==> src/rtl/sense_arb_pkg.sv <==
// Shared types and helpers for the sense push arbiter: FSM state encoding,
// index-width helper and the round-robin grant search.
package sense_arb_pkg;

  typedef enum logic [2:0] {IDLE, OFFER, ACK_HI, WAIT_RLO, ACK_LO} arb_state_e;

  localparam int MAX_N = 16;

  function automatic int idx_w(input int n);
    return (n > 1) ? $clog2(n) : 1;
  endfunction

  // First set bit of vec at or above ptr, wrapping at n; ptr when vec is empty.
  function automatic int rr_pick(input logic [MAX_N-1:0] vec, input int ptr, input int n);
    int   sel;
    int   idx;
    logic found;
    sel   = ptr;
    found = 1'b0;
    for (int i = 0; i < MAX_N; i++) begin
      idx = ptr + i;
      if (idx >= n) idx = idx - n;
      if (i < n && !found && vec[idx[3:0]]) begin
        sel   = idx;
        found = 1'b1;
      end
    end
    return sel;
  endfunction

endpackage

==> src/rtl/sense_sync.sv <==
// W-bit, STAGES-deep flop synchroniser; all stages clear on reset.
module sense_sync #(
  parameter int W      = 4,
  parameter int STAGES = 2
) (
  input  logic         clk,
  input  logic         nreset,
  input  logic [W-1:0] d_i,
  output logic [W-1:0] q_o
);

  logic [STAGES-1:0][W-1:0] sync_q;

  always_ff @(posedge clk or negedge nreset) begin
    if (!nreset) begin
      sync_q <= '0;
    end else begin
      sync_q[0] <= d_i;
      for (int s = 1; s < STAGES; s++) sync_q[s] <= sync_q[s-1];
    end
  end

  assign q_o = sync_q[STAGES-1];

endmodule

==> src/rtl/sense_push_arbiter.sv <==
// Starts N Balsa sense producers and funnels their 4-phase push channels onto
// one valid/ready output, granting round-robin and counting completed transfers.
module sense_push_arbiter
  import sense_arb_pkg::*;
#(
  parameter int N           = 4,
  parameter int SYNC_STAGES = 2,
  parameter int TIMEOUT     = 255,
  parameter int CNT_W       = 16
) (
  input  logic                 clk,
  input  logic                 nreset,
  input  logic [N-1:0]         en,
  output logic [N-1:0]         act_r,
  input  logic [N-1:0]         push_r,
  input  logic [N-1:0]         push_d,
  output logic [N-1:0]         push_a,
  output logic                 out_valid,
  input  logic                 out_ready,
  output logic                 out_data,
  output logic [idx_w(N)-1:0]  out_src,
  output logic [CNT_W-1:0]     out_cnt,
  output logic                 err_timeout
);

  localparam int IDX_W = idx_w(N);
  localparam int TW    = $clog2(TIMEOUT + 1);

  arb_state_e       state_q, state_d;
  logic [IDX_W-1:0] ptr_q, ptr_d;
  logic [IDX_W-1:0] src_q, src_d;
  logic             data_q, data_d;
  logic             valid_q, valid_d;
  logic [N-1:0]     pa_q, pa_d;
  logic [CNT_W-1:0] cnt_q, cnt_d;
  logic             err_q, err_d;
  logic [TW-1:0]    tcnt_q, tcnt_d;
  logic [N-1:0]     act_q, en_q;

  logic [N-1:0]     preq;
  logic [N-1:0]     elig;
  logic [IDX_W-1:0] pick;
  logic [IDX_W-1:0] pick_nxt;

  sense_sync #(.W(N), .STAGES(SYNC_STAGES)) u_req_sync (
    .clk    (clk),
    .nreset (nreset),
    .d_i    (push_r),
    .q_o    (preq)
  );

  // Activate is one-way: a Balsa loop never acknowledges it, so it only clears on reset.
  always_ff @(posedge clk or negedge nreset) begin
    if (!nreset) begin
      act_q <= '0;
      en_q  <= '0;
    end else begin
      act_q <= act_q | (en & ~en_q);
      en_q  <= en;
    end
  end

  assign elig     = preq & en & act_q;
  assign pick     = IDX_W'(rr_pick(MAX_N'(elig), int'(ptr_q), N));
  assign pick_nxt = (pick == IDX_W'(N - 1)) ? '0 : pick + IDX_W'(1);

  always_comb begin
    state_d = state_q;
    ptr_d   = ptr_q;
    src_d   = src_q;
    data_d  = data_q;
    valid_d = valid_q;
    pa_d    = pa_q;
    cnt_d   = cnt_q;
    err_d   = err_q;
    tcnt_d  = tcnt_q;
    case (state_q)
      IDLE: begin
        // push_d is safe to sample here: preq is high and push_a is still low.
        if (|elig) begin
          src_d   = pick;
          data_d  = push_d[pick];
          valid_d = 1'b1;
          ptr_d   = pick_nxt;
          state_d = OFFER;
        end
      end
      OFFER: begin
        if (valid_q && out_ready) begin
          valid_d = 1'b0;
          cnt_d   = cnt_q + CNT_W'(1);
          pa_d    = N'(1) << src_q;
          state_d = ACK_HI;
        end
      end
      ACK_HI: begin
        tcnt_d  = '0;
        state_d = WAIT_RLO;
      end
      WAIT_RLO: begin
        if (tcnt_q != TW'(TIMEOUT)) begin
          tcnt_d = tcnt_q + TW'(1);
          if (tcnt_q == TW'(TIMEOUT - 1)) err_d = 1'b1;
        end
        if (!preq[src_q]) begin
          pa_d    = '0;
          state_d = ACK_LO;
        end
      end
      ACK_LO:  state_d = IDLE;
      default: state_d = IDLE;
    endcase
  end

  always_ff @(posedge clk or negedge nreset) begin
    if (!nreset) begin
      state_q <= IDLE;
      ptr_q   <= '0;
      src_q   <= '0;
      data_q  <= 1'b0;
      valid_q <= 1'b0;
      pa_q    <= '0;
      cnt_q   <= '0;
      err_q   <= 1'b0;
      tcnt_q  <= '0;
    end else begin
      state_q <= state_d;
      ptr_q   <= ptr_d;
      src_q   <= src_d;
      data_q  <= data_d;
      valid_q <= valid_d;
      pa_q    <= pa_d;
      cnt_q   <= cnt_d;
      err_q   <= err_d;
      tcnt_q  <= tcnt_d;
    end
  end

  assign act_r       = act_q;
  assign push_a      = pa_q;
  assign out_valid   = valid_q;
  assign out_data    = data_q;
  assign out_src     = src_q;
  assign out_cnt     = cnt_q;
  assign err_timeout = err_q;

endmodule
==> config.mk <==
export PLATFORM = sky130hd
export DESIGN_NAME = sense_push_arbiter
export DESIGN_NICKNAME = d
export VERILOG_FILES = /design/src/rtl/sense_arb_pkg.sv /design/src/rtl/sense_sync.sv /design/src/rtl/sense_push_arbiter.sv
export SDC_FILE = /design/constraint.sdc
export NUM_CORES = 1
export LEC_CHECK = 0
export CELL_PAD_IN_SITES_DETAIL_PLACEMENT = 1
export CELL_PAD_IN_SITES_GLOBAL_PLACEMENT = 1
export CORE_MARGIN = 1.5
export CORE_UTILIZATION = 37
export DETAILED_ROUTE_END_ITERATION = 10
export PLACE_DENSITY = 0.74
export SLEW_MARGIN = 10
export SYNTH_ARGS = -nofsm -noshare
export SYNTH_HDL_FRONTEND = slang
export SYNTH_SLANG_ARGS = --single-unit
==> constraint.sdc <==
create_clock -name clk -period 2.5 [get_ports clk]
set_input_delay 0.5 -clock clk [delete_from_list [all_inputs] [get_ports clk]]
set_output_delay 0.5 -clock clk [all_outputs]
set_load 0.05 [all_outputs]
==> run summary, run 1 <==
clock skew -> 0.0114 ns
H-tree levels -> 2
CTS max path bufs -> 2
Synth Net Count -> 262
Sink Count -> 54
sequential share of power -> 0.325
GRT Overall Usage -> 0.190
largest net degree at the start of global routing -> 27
Pleak -> 1.49 nW
Slew headroom -> 0.518
Buf/Inv on CP -> 2
CP top delay family -> compound AO/OA/AOI/OAI gates
DR iter-0 viols -> 55
max-cap violations -> 0
vias in the first global route -> 2313
final WL -> 6.64 mm
syn_area_per_cell -> 10.6 µm²
first-pass GRT wire length -> 11.1 mm
DR vias -> 2125
Compound-Gate Fraction of Synth Area -> 0.140
Worst path max stage delay -> 0.41 ns
Synth cell types -> 42
worst-path fanout max -> 6
min Tclk post-route -> 2.49 ns
Final #Nets -> 333
xor/xnor share of the synthesized area -> 0.0717
CTS clk-pin slew, worst paths -> 0.10 ns
Critical Path AT -> 2.72 ns
VDD IR max -> 372 µV
grt total ovfl -> 0
layout cell share with drive strength beyond 1 -> 0.166
Util after Layout -> 0.508
Synth area leaders -> dfrtp_1 (53%), xnor2_1 (4.8%), nand3_1 (3.5%)
clk_lat worst skew -> 0.30 ns
Main synth FF type -> dfrtp_1
FF/Latch Area -> 1350 µm²
starting density of the core -> 0.380
Max stage delay cell, worst path -> dfrtp_1
Worst EP required -> 2.73 ns
Comb power frac -> 0.514
outcome -> finished, final reports clean
final hold vios -> 0
crit-path cells -> inv_2 -> ha_4 -> buf_6 -> nand4b_1 -> a211o_1 -> a221oi_4 -> o21a_2 -> o21ai_1 -> and3_4 -> o31ai_4
largest family of logic cells by synthesized area -> simple AND/OR/NAND/NOR gates
max-slew violations -> 0
final setup vio count -> 0
die width -> 86.3 µm
input/output buffers -> 43
hpwl dp -> 4.85 mm
register area share after synthesis -> 0.527
Slew @ Worst Pin -> 0.717 ns
fraction of the mapped netlist area in simple logic gates -> 0.191
PwrDens -> 1080 nW/µm²
fin crit share -> 0.996
die area -> 7440 µm²
dpl cells -> 384
initial antenna violation count -> 0
drt drc -> 0
top cell type's share of synthesized area -> 0.527
startpoint types -> register
Fill cells -> 759
Wirelength per Cell -> 16.9 µm
yosys warns -> 0
Routability Congestion -> 0.853
Post-synth ARST share -> 1.00
Synth area leader -> dfrtp_1
clock root buffer -> clkbuf_8
Area Overhead vs Synth -> 33.8%
CTS tree -> built
RSZ-0062 raised after global routing -> true
Power Total -> 3.70 mW
adder-cell share of the synthesized area -> 0.0244
Via density -> 5.41
Clock power frac -> 0.161
commonest non-fill, non-tap cell in the layout -> dfrtp_1
switching share of power -> 0.417
critical path type -> reg2reg
total CTS buffers -> 5
Die H -> 86.3 µm
I/O pin count -> 44
Antenna diodes -> 0
worst hold path class -> in2async
Pre-antenna DRT Iters -> 4
internal power -> 2.16 mW
multi-input logic area -> 1180 µm²
Layout Cells excl Fill -> 393
gate count of the mapped netlist -> 242
number of synthesized register bits -> 54
commonest cells after routing, fill and taps aside -> dfrtp_1 (54), clkdlybuf4s50_1 (42), buf_4 (26), nand2_1 (21), nand3_1 (17)
core area -> 6760 µm²
Row Count -> 30
Post-synth EDFFs -> 0
P_sw -> 1.54 mW
Post-Synthesis Cell Area -> 2570 µm²
post-synthesis mux area share -> 0.0127
fmax -> 0.402 GHz
CP Capture Type -> register
Final ANT Viol Nets -> 0
-- worst register-to-register path: stages, from the launching register on --
cell	delay (ns)
dfrtp_1	0.41
inv_2	0.09
ha_4	0.23
buf_6	0.13
nand4b_1	0.17
a211o_1	0.36
a221oi_4	0.37
o21a_2	0.20
o21ai_1	0.06
and3_4	0.19
o31ai_4	0.20
-- through the flow --
stage / cell area, µm² / hold WS [ns] / setup TNS [ns] / worst slack (ns)
3_3_place_gp: 3250 / 0.332 / -0.486 / -0.232
6_report: 3430 / 0.173 / 0 / 0.00973
3_5_place_dp: 3250 / 0.336 / -0.723 / -0.237
2_1_floorplan: 2570 / 0.204 / 0 / 0.0266
5_1_grt: 3430 / 0.206 / -0.219 / -0.104
4_1_cts: 3370 / 0.194 / 0 / 0.0764
-- logic make-up after synthesis --
family / Yosys count
simple gates: 92
flops: 54
compound gates: 48
xor+xnor: 21
buf+inv: 20
fa+ha+maj: 5
mux: 2
-- final timing paths --
kind / from / endpoint / slack (ns) / depth (start not counted)
min: nreset / tcnt_q[6] / 0.17 / 1
max in group asynchronous: nreset / act_r[0] / 1.69 / 2
min in group clk: u_req_sync.sync_q[0] / u_req_sync.q_o[0] / 0.36 / 0
max: ptr_q[1] / out_data / 0.01 / 10
min reg2reg: u_req_sync.sync_q[0] / u_req_sync.q_o[0] / 0.36 / 0
max reg2reg: ptr_q[1] / out_data / 0.01 / 10
-- registers in the layout (all words and copies together), names as in the netlist --
name / count
u_req_sync.q_o: 4
out_valid: 1
ptr_q: 2
err_timeout: 1
tcnt_q: 8
act_r: 4
u_req_sync.sync_q: 4
out_data: 1
en_q: 4
out_cnt: 16
push_a: 4
state_q: 3
out_src: 2
-- metal layers --
layer | GRT usage | up-vias | routed length, µm
met5 | 0 | - | 0
met4 | 0.0630 | 0 | 80
met3 | 0.0410 | 8 | 356
met2 | 0.322 | 48 | 3240
met1 | 0.241 | 1060 | 2960
li1 | - | 1009 | -
-- power by group through the flow --
| stage | Sequential [mW] | Clock (mW) | Combinational, mW |
|---|---|---|---|
| 3_3_place_gp | 1.21 | 0 | 1.64 |
| 4_1_cts | 1.20 | 0.619 | 1.74 |
| 2_1_floorplan | 1.47 | 0 | 0.845 |
| 6_report | 1.20 | 0.596 | 1.91 |
| 3_5_place_dp | 1.22 | 0 | 1.70 |
| 5_1_grt | 1.23 | 0.656 | 2.05 |
-- repair_timing --
item / CTS / global route
pin swaps: 0 / 11
hold buffers: 0 / 0
buffers inserted: 0 / 2
setup endpoints to repair: 2 / 3
gates resized for setup: 2 / 17
-- cells in the mapped netlist (6+ instances only) --
cell,n
nand3_1,18
nor3_1,7
nand2_1,21
and3_1,6
dfrtp_1,54
xor2_1,7
xnor2_1,14
nand4_1,9
o21ai_0,7
nor2_1,16
inv_1,14
a21oi_1,8
-- cell type report --
| cell class | instances | area share |
|---|---|---|
| Sequential cell | 54 | 0.394 |
| Multi-Input combinational cell | 168 | 0.345 |
| Timing Repair Buffer | 70 | 0.184 |
| Tap cell | 80 | 0.0292 |
| Clock buffer | 6 | 0.0241 |
| Inverter | 14 | 0.0153 |
| Clock inverter | 1 | 0.00875 |
Note: power is estimated with default switching activity, not from simulation.
==> inputs of run 2 (changes only) <==
CAP_MARGIN = 5   (was not set)
==> results of run 2 <==
Same layout as run 1: the final DEF is identical, and so are final timing and power.
==> inputs of run 3 (changes only) <==
ABC_AREA = 0   (was not set)
REMOVE_ABC_BUFFERS = 1   (was not set)
==> run summary, run 3 (synthesized netlist as in run 1, its figures left out) <==
outcome -> finished, final reports clean
GR Layer Usage met1 -> 0.240
Via density -> 5.31
CTS max path bufs -> 2
startpoint types -> register
GRT Overall Usage -> 0.186
dpl cells -> 388
Final #Nets -> 336
P_sw -> 1.51 mW
CP top delay family -> compound AO/OA/AOI/OAI gates
Critical Path AT -> 2.60 ns
drt drc -> 0
DR vias -> 2107
final hold vios -> 0
commonest cells after routing, fill and taps aside -> dfrtp_1 (54), clkdlybuf4s50_1 (40), buf_4 (29), nand2_1 (21), nand3_1 (18)
Die H -> 86.3 µm
crit-path cells -> inv_2 -> ha_4 -> nand4b_1 -> a211o_1 -> a221oi_4 -> o21a_2 -> o21ai_0 -> and3_1 -> o31ai_2
initial antenna violation count -> 0
vias in the first global route -> 2254
Pre-antenna DRT Iters -> 4
sequential share of power -> 0.339
layout cell share with drive strength beyond 1 -> 0.161
Routability Congestion -> 0.851
CTS tree -> built
fin crit share -> 0.946
worst hold path class -> in2async
die width -> 86.3 µm
Clock power frac -> 0.144
H-tree levels -> 2
Fill cells -> 768
VDD IR max -> 565 µV
grt met2 use -> 0.306
hpwl dp -> 4.61 mm
Sink Count -> 54
commonest non-fill, non-tap cell in the layout -> dfrtp_1
Slew @ Worst Pin -> 0.733 ns
input/output buffers -> 43
DR iter-0 viols -> 58
Buf/Inv on CP -> 1
Worst path max stage delay -> 0.40 ns
Util after Layout -> 0.507
starting density of the core -> 0.380
grt total ovfl -> 0
Worst EP required -> 2.73 ns
clock skew -> 0.00975 ns
Comb power frac -> 0.517
Max stage delay cell, worst path -> dfrtp_1
I/O pin count -> 44
final WL -> 6.28 mm
final hold slack -> 0.173 ns
clk_lat worst skew -> 0.31 ns
Pleak -> 1.52 nW
core area -> 6760 µm²
Largest register FFs -> 16
Wirelength per Cell -> 15.8 µm
max-slew violations -> 0
# hold bufs at CTS -> 0
PwrDens -> 1040 nW/µm²
Antenna diodes -> 0
total CTS buffers -> 5
first-pass GRT wire length -> 10.9 mm
GR Layer Usage met3 -> 0.0438
CTS clk-pin slew, worst paths -> 0.10 ns
min Tclk post-route -> 2.37 ns
die area -> 7440 µm²
Area Overhead vs Synth -> 33.5%
worst-path fanout max -> 6
internal power -> 2.05 mW
GRT busiest layer -> met2
fmax -> 0.423 GHz
clock root buffer -> clkbuf_8
Layout Cells excl Fill -> 397
largest net degree at the start of global routing -> 25
CP Capture Type -> register
max-cap violations -> 0
Row Count -> 30
Final ANT Viol Nets -> 0
critical path type -> reg2reg
final setup vio count -> 0
Slew headroom -> 0.507
Power Total -> 3.55 mW
switching share of power -> 0.424
run 3: cell count changes in the layout (fill, tap and decap cells not counted), sizes merged:
cell / previous run / this run
clkdlybuf4s50: 42 / 40
buf: 28 / 31
clkinv: 0 / 1
clkinvlp: 0 / 1
bufinv: 1 / 0
dlymetal6s2s: 0 / 2
run 3: metal layers:
| layer | wire length (µm) | vias up |
|---|---|---|
| li1 | - | 1014 |
| met1 | 2940 | 1043 |
| met2 | 2920 | 41 |
| met3 | 301 | 9 |
| met4 | 115 | 0 |
| met5 | 0 | - |
run 3: power by group through the flow:
| stage | sequential, mW | clock (mW) | combinational (mW) |
|---|---|---|---|
| after floorplan | 1.50 | 0 | 0.774 |
| after global placement | 1.22 | 0 | 1.67 |
| after detailed placement | 1.22 | 0 | 1.72 |
| after CTS | 1.20 | 0.541 | 1.75 |
| after global routing | 1.23 | 0.570 | 1.99 |
| final | 1.20 | 0.511 | 1.84 |
run 3: metrics by stage:
step / setup TNS, ns / area [µm²] / setup WS, ns
global route: -0.00182 / 3430 / -0.00182
global placement: -0.419 / 3280 / -0.159
floorplan: -0.247 / 2530 / -0.145
finish: 0 / 3430 / 0.135
CTS: 0 / 3380 / 0.0460
detailed placement: -0.656 / 3280 / -0.241
run 3: layout make-up:
type	count	area [µm²]	share of cell area
clock buffers	6	82.6	0.0241
well taps	80	100	0.0292
inverters	14	52.6	0.0153
repair buffers	73	659	0.192
flip-flops and latches	54	1350	0.394
multi-input cells	168	1170	0.341
clock inverters	2	12.5	0.00365
run 3: worst paths after layout:
path                                      start  slack [ns]                end  depth (start not counted)
min in group clk           u_req_sync.sync_q[0]        0.36  u_req_sync.q_o[0]                          0
max in group asynchronous                nreset        1.68         out_cnt[8]                          2
min                                      nreset        0.17          tcnt_q[5]                          1
min reg2reg                u_req_sync.sync_q[0]        0.36  u_req_sync.q_o[0]                          0
max reg2reg                            ptr_q[1]        0.13           out_data                          9
max                                    ptr_q[1]        0.13           out_data                          9
run 3: timing repair:
item | in CTS | in global routing
endpoints found under the setup margin | 1 | 3
buffers inserted | 0 | 1
gates resized for setup | 1 | 9
pin swaps | 0 | 6
run 3: worst reg2reg max path: cells and delay by family, from the launching register on:
family | cells | cell delay [ns]
flip-flops | 1 | 0.40
adder cells (fa/ha/maj) | 1 | 0.22
AND/OR/NAND/NOR | 2 | 0.40
buffers and inverters | 1 | 0.08
AO/OA/AOI/OAI | 5 | 1.17
